### config.mk
export PLATFORM = sky130hd
export DESIGN_NAME = dlfloat_mac_host
export DESIGN_NICKNAME = d
export VERILOG_FILES = /design/src/rtl/dlfloat_pkg.sv /design/src/rtl/dlfloat_rsp_fifo.sv /design/src/rtl/dlfloat_mac_host.sv
export SDC_FILE = /design/constraint.sdc
export NUM_CORES = 1
export LEC_CHECK = 0
export BUFFER_PORTS_ARGS = -buffer_cell sky130_fd_sc_hd__buf_2
export CAP_MARGIN = 10
export CORE_UTILIZATION = 55
export DETAILED_ROUTE_END_ITERATION = 16
export PLACE_DENSITY = 0.84
export SYNTH_ARGS = -nofsm -noshare
export SYNTH_HDL_FRONTEND = slang
export SYNTH_SLANG_ARGS = --single-unit
### constraint.sdc
create_clock -name clk -period 4.3 [get_ports clk]
set_input_delay 0.215 -clock clk [delete_from_list [all_inputs] [get_ports clk]]
set_output_delay 0.215 -clock clk [all_outputs]
set_load 0.005 [all_outputs]
### src/rtl/dlfloat_pkg.sv
// Shared constants and types for the DLfloat16 MAC host interface.
package dlfloat_pkg;

  localparam int          DLF_W    = 16;
  localparam logic [15:0] DLF_ZERO = 16'h0000;
  localparam logic [15:0] DLF_NAN  = 16'hFFFF;

  // Device phase: operand A is framed in phase 0, operand B in phase 1.
  localparam logic PH_A = 1'b0;
  localparam logic PH_B = 1'b1;

  // Issue FSM state encoding.
  typedef logic [0:0] issue_state_t;
  localparam issue_state_t ST_IDLE   = 1'b0;
  localparam issue_state_t ST_SEND_B = 1'b1;

endpackage

### src/rtl/dlfloat_rsp_fifo.sv
// Synchronous first-word fall-through FIFO with occupancy count.
module dlfloat_rsp_fifo #(
  parameter int W     = 16,
  parameter int DEPTH = 4
) (
  input  logic                       clk,
  input  logic                       rst_n,
  input  logic                       push,
  input  logic [W-1:0]               push_data,
  input  logic                       pop,
  output logic [W-1:0]               rd_data,
  output logic                       empty,
  output logic                       full,
  output logic [$clog2(DEPTH):0]     count
);

  localparam int AW = $clog2(DEPTH);

  logic [W-1:0] mem [DEPTH];
  logic [AW:0]  wr_q, wr_d;
  logic [AW:0]  rd_q, rd_d;
  logic         do_push, do_pop;

  // Pointer arithmetic and status flags; the extra MSB separates full from empty.
  always_comb begin
    empty   = (wr_q == rd_q);
    full    = (wr_q[AW] != rd_q[AW]) && (wr_q[AW-1:0] == rd_q[AW-1:0]);
    count   = wr_q - rd_q;
    do_pop  = pop && !empty;
    do_push = push && (!full || do_pop);
    wr_d    = do_push ? wr_q + 1'b1 : wr_q;
    rd_d    = do_pop  ? rd_q + 1'b1 : rd_q;
    rd_data = empty ? '0 : mem[rd_q[AW-1:0]];
  end

  // Pointer registers.
  always_ff @(posedge clk or negedge rst_n) begin
    if (!rst_n) begin
      wr_q <= '0;
      rd_q <= '0;
    end else begin
      wr_q <= wr_d;
      rd_q <= rd_d;
    end
  end

  // Storage array write port.
  // NOTE: the data array is deliberately not reset; validity is carried by the
  // pointers alone, and rd_data is forced to zero while empty.
  always_ff @(posedge clk) begin
    if (do_push) mem[wr_q[AW-1:0]] <= push_data;
  end

endmodule

### src/rtl/dlfloat_mac_host.sv
// Host master for the two-phase DLfloat16 MAC device pin protocol: frames
// operand pairs onto the pad bus and reassembles byte-serialised results.
module dlfloat_mac_host
  import dlfloat_pkg::*;
#(
  parameter int RES_LAT    = 4,
  parameter int FIFO_DEPTH = 4
) (
  input  logic             clk,
  input  logic             rst_n,
  input  logic             req_valid,
  output logic             req_ready,
  input  logic [DLF_W-1:0] req_a,
  input  logic [DLF_W-1:0] req_b,
  output logic [DLF_W-1:0] pad_data_out,
  input  logic [7:0]       pad_byte_in,
  output logic             rsp_valid,
  input  logic             rsp_ready,
  output logic [DLF_W-1:0] rsp_data,
  output logic [2:0]       inflight
);

  localparam int CW = $clog2(FIFO_DEPTH) + 1;

  issue_state_t     state_q, state_d;
  logic             tx_phase_q, tx_phase_d;
  logic [DLF_W-1:0] pad_q, pad_d;
  logic [DLF_W-1:0] b_hold_q, b_hold_d;
  // Stage 0 is set in the cycle B is on the pads; stage RES_LAT is the head.
  logic [RES_LAT:0] tag_q, tag_d;
  logic [7:0]       hi_hold_q, hi_hold_d;
  logic             lo_pend_q, lo_pend_d;
  logic [2:0]       inflight_q, inflight_d;

  logic             accept, issue, push, pop, credit;
  logic             fifo_empty, fifo_full;
  logic [CW-1:0]    fifo_count;
  logic [3:0]       occupancy;

  // Issue handshake, credit and result-capture next-state logic.
  // NOTE: every always_comb output gets a default first so no path can hold
  // a previous value and infer a latch.
  always_comb begin
    state_d    = state_q;
    tx_phase_d = ~tx_phase_q;
    pad_d      = DLF_ZERO;
    b_hold_d   = b_hold_q;

    occupancy  = 4'(fifo_count) + 4'(inflight_q);
    credit     = occupancy < 4'(FIFO_DEPTH);
    req_ready  = (state_q == ST_IDLE) && (tx_phase_q == PH_B) && credit;
    accept     = req_valid && req_ready;
    issue      = (state_q == ST_SEND_B);

    case (state_q)
      ST_IDLE: begin
        if (accept) begin
          pad_d    = req_a;
          b_hold_d = req_b;
          state_d  = ST_SEND_B;
        end
      end
      ST_SEND_B: begin
        pad_d   = b_hold_q;
        state_d = ST_IDLE;
      end
      default: state_d = ST_IDLE;
    endcase

    tag_d      = {tag_q[RES_LAT-1:0], issue};
    hi_hold_d  = tag_q[RES_LAT] ? pad_byte_in : hi_hold_q;
    lo_pend_d  = tag_q[RES_LAT];
    push       = lo_pend_q;
    pop        = rsp_ready && !fifo_empty;
    inflight_d = inflight_q + 3'(issue) - 3'(push);
  end

  // State registers; everything clears on reset so no partial word survives.
  // NOTE: sequential state uses non-blocking assignments so every flop samples
  // pre-edge values regardless of block ordering.
  always_ff @(posedge clk or negedge rst_n) begin
    if (!rst_n) begin
      state_q    <= ST_IDLE;
      tx_phase_q <= PH_A;
      pad_q      <= DLF_ZERO;
      b_hold_q   <= DLF_ZERO;
      tag_q      <= '0;
      hi_hold_q  <= '0;
      lo_pend_q  <= 1'b0;
      inflight_q <= '0;
    end else begin
      state_q    <= state_d;
      tx_phase_q <= tx_phase_d;
      pad_q      <= pad_d;
      b_hold_q   <= b_hold_d;
      tag_q      <= tag_d;
      hi_hold_q  <= hi_hold_d;
      lo_pend_q  <= lo_pend_d;
      inflight_q <= inflight_d;
    end
  end

  dlfloat_rsp_fifo #(
    .W     (DLF_W),
    .DEPTH (FIFO_DEPTH)
  ) u_fifo (
    .clk       (clk),
    .rst_n     (rst_n),
    .push      (push),
    .push_data ({hi_hold_q, pad_byte_in}),
    .pop       (pop),
    .rd_data   (rsp_data),
    .empty     (fifo_empty),
    .full      (fifo_full),
    .count     (fifo_count)
  );

  assign pad_data_out = pad_q;
  assign rsp_valid    = !fifo_empty;
  assign inflight     = inflight_q;

endmodule

Word-level counts from Yosys, hierarchy flattened
Memories as Yosys holds them, arrays and structs flattened.
Cells that the tools add are included.
- bitwise operators: 2
- mux-type cells: 7
- reduce and logical (&&, ||, !) cells: 11
- add/sub/neg operators: 6
- equal/unequal tests: 3
- order comparisons: 1
- operator list (kind ; count):
    two-way mux 16 bit ; 2
    one-hot mux 16 bit (2 select lines) ; 1
    logical AND 1 bit ; 7
    adder 3 x 1 -> 3 bit, second input constant ; 2
    adder 3 x 3 -> 4 bit ; 1
    less-than comparator 4 x 3 -> 1 bit, second input constant ; 1
    adder 3 x 1 -> 3 bit ; 1
    == test 3 bit ; 1
    two-way mux 1 bit ; 3
    subtractor 3 x 1 -> 3 bit ; 1
    subtractor 3 bit ; 1
    == test 2 bit ; 1
    logical NOT 1 bit ; 2
    inverter 1 bit ; 2
    one-hot mux 1 bit (2 select lines) ; 1
    AND reduction 2 bit ; 1
    logical OR 1 bit ; 1
    inequality test 1 bit ; 1
- register bits after elaboration: 57
- input bits: 44
- RAM bits: 64
- output and inout bits: 37
- memories: 1
- memories (memory ; words ; bits a word ; rd ports ; clocked after Yosys merged registers in ; wr ports ; RTL line ; source):
    u_fifo.mem ; 4 ; 16 ; 1 ; 0 ; 1 ; dlfloat_rsp_fifo.sv:19 ; logic [W-1:0] mem [DEPTH];

Depth between registers and ports, before layout
Gate-level depths: netlist of run 1.
- word-level depth: 8
- depth in mapped cells: 11
- mapped depth without buffers: 9

By module
A second synthesis of run 1 with hierarchy kept.
- cells, all modules: 261
- area total of the unflattened synthesis: 4774.6 µm²
- by module, submodules not included (module ; instances ; area an instance (µm²) ; sequential area each (µm²) ; cells an instance):
    dlfloat_rsp_fifo ; 1 ; 2881.5 ; 2072.0 ; 146
    dlfloat_mac_host ; 1 ; 1893.1 ; 1276.2 ; 115

Least setup slack after synthesis of run 1
No wires, ideal clock.
- path type: register -> register
- start point: register u_fifo.rd_q[1]
- end point: register b_hold_q[7]
- cell stages (with the launch flop): 12
- clock period less this slack: 2.901 ns
- arrival: 2.774 ns
- slack: 1.399 ns
- path through: dfrtp_1 -> buf_2 -> buf_1 -> inv_1 -> fa_1 -> xnor2_1 -> ha_1 -> nor4_4 -> and4b_1 -> buf_6 -> buf_6 -> mux2_1
- word-level cells in the longest chain between the ends: 6
- RTL lines (what ; RTL line ; source):
    from (decl) ; dlfloat_rsp_fifo.sv:21 ; logic [AW:0] rd_q, rd_d;
    from (signal assigned) ; dlfloat_rsp_fifo.sv:43 ; rd_q <= rd_d;
    subtractor 3 bit ; dlfloat_rsp_fifo.sv:28 ; count = wr_q - rd_q;
    adder 3 x 3 -> 4 bit ; dlfloat_mac_host.sv:49 ; occupancy = 4'(fifo_count) + 4'(inflight_q);
    less-than comparator 4 x 3 -> 1 bit ; dlfloat_mac_host.sv:50 ; credit = occupancy < 4'(FIFO_DEPTH);
    logical AND 1 bit ; dlfloat_mac_host.sv:51 ; req_ready = (state_q == ST_IDLE) && (tx_phase_q == PH_B) && credit;
    logical AND 1 bit ; dlfloat_mac_host.sv:52 ; accept = req_valid && req_ready;
    AND reduction 2 bit (no line) ; n/a ;
    to (signal assigned) ; dlfloat_mac_host.sv:95 ; b_hold_q <= b_hold_d;
    to (decl) ; dlfloat_mac_host.sv:28 ; logic [DLF_W-1:0] b_hold_q, b_hold_d;
Every way passes these cells.
A chain may end at the register's enable or synchronous reset.

Worst setup path after layout of run 1
- start point: register u_fifo.rd_q[1]
- end point: register b_hold_q[11]
Same word-level chain as after synthesis.

==> flow_metrics.py, run 1 <==
metrics = {
    "status": {
        "status": "finished clean",
    },
    "clock_tree": {
        "hold_buffers": 41,
        "cts_buffers": 17,
        "cts-resized-gates": 0,
        "cts.sinks": 121,
        "cts_setup_buffers": 0,
        "cts_tree": "yes",
        "cts_buffer_depth": 2,
        "cts-root-buf": "clkbuf_8",
        "clock_latency_ns": 0.51,
        "clk_pin_slew_ns": 0.06,
        "htreeDepth": 4,
    },
    "routing": {
        "wirelength_mm": 9.30,
        "ant_nets": 0,
        "drt-initial-drc-count": 100,
        "wl_per_cell_um": 18.5,
        "viasPerCell": 5.28,
        "first_pass_iters": 6,
        "vias": 2658,
        "drc": 0,
    },
    "logic_synthesis": {
        "syn_inst": 253,
        "yosysTopAreaCell": "edfxtp_1",
        "syn_area_per_cell_um2": 18.9,
        "ys_ff_latch": 121,
        "synth_fp_nets": 310,
        "ys_seq_area_share_pct": 70.1,
        "synth_area_leaders": "edfxtp_1, dfrtp_1, mux4_2, mux2_4, mux2_2",
        "synth_area_um2": 4780,
        "synth_top_area_share_pct": 40.2,
        "ys_warn_count": 0,
        "yosysUniqueCellTypes": 30,
    },
    "finish": {
        "antenna_cells": 0,
        "layout.nets": 442,
        "areaGrowthSynthToFinish_pct": 31.1,
        "nFillCells": 469,
        "fin_util_pct": 75.5,
        "drive_above_1_share_pct": 38.9,
    },
    "critical_path": {
        "worst-r2r-setup-slack_ns": 0.98,
        "end_kind": "flip-flop",
        "timing.rr.start": "u_fifo.rd_q[1]$_DFFE_PN0P_",
        "cp-start-kind": "flip-flop",
        "crit_type": "reg2reg",
        "cp-startpoint": "u_fifo.rd_q[1]$_DFFE_PN0P_",
        "endpoint": "b_hold_q[11]$_DFFE_PN0P_",
        "worstPathRequired_ns": 4.69,
        "cpMaxStageDelayCell": "dfrtp_1",
        "timing.critical_path.slowest_cell_delay_ns": 0.88,
        "critPathArrivalTime_ns": 3.72,
        "crit_buf_inv": 2,
        "crit_chain": "inv_1, fa_1, xnor2_1, ha_1, nor4_4, and4b_1, buf_4, mux2_2",
        "reg2reg_depth": 8,
        "cp.depth": 8,
        "crit_path_max_fanout": 33,
        "cp_top_family": "flip-flops",
        "r2r_end": "b_hold_q[11]$_DFFE_PN0P_",
    },
    "hold_path": {
        "hold_path_class": "in2reg",
        "hp-start": "rsp_ready",
    },
    "timing": {
        "finalHoldViolations": 0,
        "relSlewSlack_pct": 39.0,
        "period_minus_slack_ns": 3.32,
        "report.final.slew_viol_count": 0,
        "rsz0062_at_grt": "no",
        "timing.hold.ws_ns": 0.0217,
        "fmax_mhz": 301,
        "setup_viol_count_final": 0,
        "fin_setup_tns_ns": 0,
        "worstMarginPinSlew_ns": 0.915,
        "period_share_pct": 77.2,
        "finalClockSkew_ns": 0.00964,
    },
    "global_routing": {
        "grt_pass1_vias": 2909,
        "grt_usage_pct": 23.3,
        "grt_max_degree": 58,
        "antenna_found_initial": 0,
        "gr-total-overflow": 0,
        "grt_pass1_wl_mm": 14.7,
    },
    "die": {
        "die_x_um": 95.2,
        "dieHeight_um": 95.2,
        "pin_count": 81,
        "rows": 33,
        "dieArea_um2": 9060,
        "initial_core_util_pct": 57.6,
        "core_region_area_um2": 8300,
    },
    "place": {
        "place.gp.congestion": 0.709,
        "io_buffers": 80,
        "hpwl_mm": 4.93,
    },
    "power_and_ir_drop": {
        "powerDensity_nw_per_um2": 743,
        "leakagePower_nw": 2.67,
        "peakVddDrop_mv": 0.548,
    },
    "run": {
        "maxCapViolations": 0,
    },
}
routing by layer:
layer  GRT usage [%]  vias up  wire, um
met3            8.77       16       574
li1                -     1217         -
met2            37.0       93      4610
met4            10.4        0       156
met1            28.6     1332      3950
met5               0        -         0
worst min-delay path by stage:
stage / end / slack (ns) / cells past startpoint
6_report: u_fifo.rd_q[2]$_DFFE_PN0P_ / 0.02 / 3
3_3_place_gp: tag_q[1]$_DFF_PN0_ / 0.33 / 0
3_5_place_dp: tag_q[4]$_DFF_PN0_ / 0.34 / 0
4_1_cts: u_fifo.rd_q[2]$_DFFE_PN0P_ / 0.008 / 3
5_1_grt: u_fifo.rd_q[2]$_DFFE_PN0P_ / 0.02 / 3
2_1_floorplan: b_hold_q[0]$_DFFE_PN0P_ / -0.08 / 0
where the power goes:
part,switching (W),internal [W]
registers,0.000208,0.00152
logic,0.000642,0.000846
clock network,0.000539,0.000900
layout by cell type (no fill, tap or decap):
cell            n
mux4_2         16
buf_4           4
nor2b_1        12
and2b_1         4
clkinv_4        3
dlygate4sd3_1  41
clkbuf_16      16
inv_1          10
clkbuf_8        1
and3b_1         1
clkbuf_1        1
ha_1           11
and2_1          3
mux2_1          3
mux2_4         10
o21ai_0         1
o211ai_1        1
inv_6           4
nand2_1         2
and4b_1         1
xnor2_1         7
buf_2          80
xor2_1          2
clkinvlp_4      2
mux2_2         13
fa_1            2
edfxtp_1       64
a22o_1         16
o31a_1          1
bufinv_16       3
dfrtp_1        57
nor4_4          1
nor2_1          2
o311a_1         1
inv_8           2
through the flow:
step	setup slack, ns	area (um2)	power [W]	cells
2_1_floorplan	1.40	4780	0.00283	253
3_3_place_gp	1.06	5250	0.00312	430
3_5_place_dp	0.974	5250	0.00319	430
4_1_cts	0.956	6260	0.00468	503
5_1_grt	0.804	6260	0.00493	503
6_report	0.979	6260	0.00465	503
state kept, by name, summed over array words and instances, names as in the netlist:
register,flops
lo_pend_q,1
u_fifo.mem,64
tag_q,5
hi_hold_q,8
u_fifo.wr_q,3
inflight,3
tx_phase_q,1
b_hold_q,16
issue,1
u_fifo.rd_q,3
pad_data_out,16
cell type report:
| type | count | area, um2 | share of cell area [%] |
|---|---|---|---|
| Sequential cell | 121 | 3350 | 53.5 |
| Multi-Input combinational cell | 110 | 1300 | 20.7 |
| Timing Repair Buffer | 125 | 841 | 13.4 |
| Clock buffer | 18 | 418 | 6.67 |
| Clock inverter | 14 | 189 | 3.02 |
| Tap cell | 105 | 131 | 2.10 |
| Inverter | 10 | 37.5 | 0.599 |
synth_stat cells, drive strengths merged:
| library cell | instances |
|---|---|
| o211ai | 1 |
| dfrtp | 57 |
| ha | 11 |
| o21ai | 1 |
| o311a | 1 |
| nor4 | 1 |
| xnor2 | 7 |
| edfxtp | 64 |
| and4b | 1 |
| mux4 | 16 |
| inv | 10 |
| clkbuf | 3 |
| xor2 | 2 |
| fa | 2 |
| o31a | 1 |
| a22o | 16 |
| nand2 | 2 |
| buf | 9 |
| and2b | 4 |
| nor2 | 2 |
| and2 | 3 |
| mux2 | 26 |
| nor2b | 12 |
| and3b | 1 |
worst reg2reg max path, delay by kind of cell (launching register included):
kind / cells / cell delay, ns
xor+xnor: 1 / 0.14
fa+ha+maj: 2 / 0.70
buf+inv: 2 / 0.60
flops: 1 / 0.88
mux: 1 / 0.40
simple gates: 2 / 0.48
cells by family (layout without fill, tap and decap cells):
kind of cell	after synthesis	count (layout)	synth area share (%)
simple gates	26	26	3.75
mux	42	42	14.5
flops	121	121	70.1
fa+ha+maj	13	13	3.72
xor+xnor	9	9	1.65
compound gates	20	20	3.59
buf+inv	22	167	2.75
Note: power is estimated with default switching activity, not from simulation.
==> inputs of run 2 (changes only) <==
==> constraint.sdc (replaced) <==
create_clock -name clk -period 3.44 [get_ports clk]
set_input_delay 0.172 -clock clk [delete_from_list [all_inputs] [get_ports clk]]
set_output_delay 0.172 -clock clk [all_outputs]
set_load 0.005 [all_outputs]
==> flow_metrics.py, run 2 (synthesis gave the netlist of run 1 again) <==
metrics = {
    "critical_path": {
        "reg2reg_depth": 10,
        "r2r_end": "b_hold_q[12]$_DFFE_PN0P_",
        "timing.rr.start": "u_fifo.wr_q[0]$_DFFE_PN0P_",
        "worstPathRequired_ns": 3.83,
        "critPathArrivalTime_ns": 3.40,
        "cp-start-kind": "flip-flop",
        "crit_path_max_fanout": 33,
        "worst-r2r-setup-slack_ns": 0.43,
        "crit_type": "reg2reg",
        "end_kind": "flip-flop",
    },
    "routing": {
        "viasPerCell": 5.40,
        "dr_wl_met2_mm": 5.43,
        "wl_met3_um": 589,
        "vias": 2725,
        "wirelength_mm": 10.3,
        "routed.top_layer": "met4",
        "drt-initial-drc-count": 119,
        "wl_per_cell_um": 20.5,
        "first_pass_iters": 4,
        "drt-met1-wl_mm": 4.02,
        "ant_nets": 0,
        "drc": 0,
    },
    "finish": {
        "layout.nets": 444,
        "final_cell_mix": "buf_2, edfxtp_1, dfrtp_1",
        "areaGrowthSynthToFinish_pct": 31.8,
        "postLayoutCellArea_um2": 6290,
        "final_common_cell": "buf_2",
        "largest_register_ffs": 64,
        "antenna_cells": 0,
        "drive_above_1_share_pct": 38.3,
    },
    "timing": {
        "period_minus_slack_ns": 3.01,
        "rsz0062_at_grt": "no",
        "fmax_mhz": 333,
        "fin_setup_tns_ns": 0,
        "finalClockSkew_ns": 0.0112,
        "setup_viol_count_final": 0,
        "worst_slack_ns": 0.433,
        "period_share_pct": 87.4,
        "finalHoldViolations": 0,
        "timing.hold.ws_ns": 0.198,
        "report.final.slew_viol_count": 0,
        "relSlewSlack_pct": 37.1,
        "worstMarginPinSlew_ns": 0.943,
    },
    "die": {
        "core_region_area_um2": 8300,
        "initial_core_util_pct": 57.6,
        "pin_count": 81,
        "dieHeight_um": 95.2,
        "rows": 33,
        "dieArea_um2": 9060,
        "die_x_um": 95.2,
    },
    "place": {
        "hpwl_mm": 5.25,
        "dp_slack_ns": 0.568,
        "place.gp.congestion": 0.726,
        "io_buffers": 80,
        "placed_area_um2": 5250,
    },
    "global_routing": {
        "grt_pass1_wl_mm": 16.1,
        "gr-total-overflow": 0,
        "grt_max_degree": 35,
        "grt_pass1_vias": 3133,
        "grt_usage_pct": 25.8,
        "antenna_found_initial": 0,
    },
    "power_and_ir_drop": {
        "leakagePower_nw": 2.68,
        "powerDensity_nw_per_um2": 949,
        "peakVddDrop_mv": 0.619,
    },
    "clock_tree": {
        "clk_pin_slew_ns": 0.06,
        "clock_latency_ns": 0.52,
        "cts-root-buf": "clkbuf_8",
        "cts.sinks": 121,
        "cts_buffer_depth": 2,
        "cts_tree": "yes",
        "htreeDepth": 4,
        "cts_buffers": 17,
    },
    "status": {
        "status": "finished clean",
    },
    "run": {
        "maxCapViolations": 0,
    },
    "hold_path": {
        "hold_path_class": "in2async",
    },
}
-- run 2: cell types whose count changed in the layout (fill, tap and decap cells not counted), sizes merged --
cell,before,now
inv,16,10
clkinv,3,7
bufinv,3,5
buf,84,85
dlygate4sd3,41,42
-- run 2: layout make-up --
class,instances,area [um2]
clock buffers,18,418
repair buffers,127,858
clock inverters,14,204
multi-input cells,110,1300
inverters,10,37.5
fillers,449,2000
flip-flops and latches,121,3350
well taps,105,131
-- run 2: how the worst max path moves through the flow --
stage / startpoint / to / slack (ns) / depth (start not counted)
final: u_fifo.wr_q[0]$_DFFE_PN0P_ / b_hold_q[12]$_DFFE_PN0P_ / 0.43 / 10
after global routing: u_fifo.wr_q[0]$_DFFE_PN0P_ / b_hold_q[11]$_DFFE_PN0P_ / 0.24 / 10
after CTS: u_fifo.wr_q[0]$_DFFE_PN0P_ / b_hold_q[10]$_DFFE_PN0P_ / 0.49 / 10
after detailed placement: u_fifo.wr_q[0]$_DFFE_PN0P_ / b_hold_q[10]$_DFFE_PN0P_ / 0.57 / 10
after global placement: u_fifo.wr_q[0]$_DFFE_PN0P_ / b_hold_q[12]$_DFFE_PN0P_ / 0.69 / 10
after floorplan: u_fifo.rd_q[1]$_DFFE_PN0P_ / b_hold_q[7]$_DFFE_PN0P_ / 0.54 / 11
-- run 2: timing repair --
action | in CTS | in global routing
gates resized for setup | 0 | 0
hold buffers | 42 | 0
buffers inserted | 0 | 0
hold endpoints to repair | 96 | 0
-- run 2: through the flow --
stage / power [W] / util [%] / cells
finish: 0.00597 / 75.8 / 505
global route: 0.00627 / 75.8 / 505
CTS: 0.00595 / 75.8 / 505
detailed placement: 0.00401 / 63.3 / 431
global placement: 0.00391 / 63.3 / 431
floorplan: 0.00353 / - / 253
-- run 2: power by group --
part	leakage [nW]	switching [W]	internal [W]	total, W
combinational	1.09	0.000918	0.00107	0.00199
clock	0.297	0.000618	0.00124	0.00186
sequential	1.29	0.000228	0.00190	0.00213
-- run 2: worst max-delay path, cell delays in order, from the launching register on --
cell	delay, ns
dfrtp_1	0.40
inv_1	0.14
ha_1	0.16
inv_1	0.05
fa_1	0.38
xnor2_1	0.16
ha_1	0.23
nor4_4	0.31
and4b_1	0.26
buf_4	0.39
mux2_2	0.40
-- run 2: metal layers --
layer  up-vias  global-route usage (%)
li1       1220                       -
met4         0                    13.5
met2       117                    43.4
met5         -                       0
met1      1362                    28.5
met3        26                    9.41
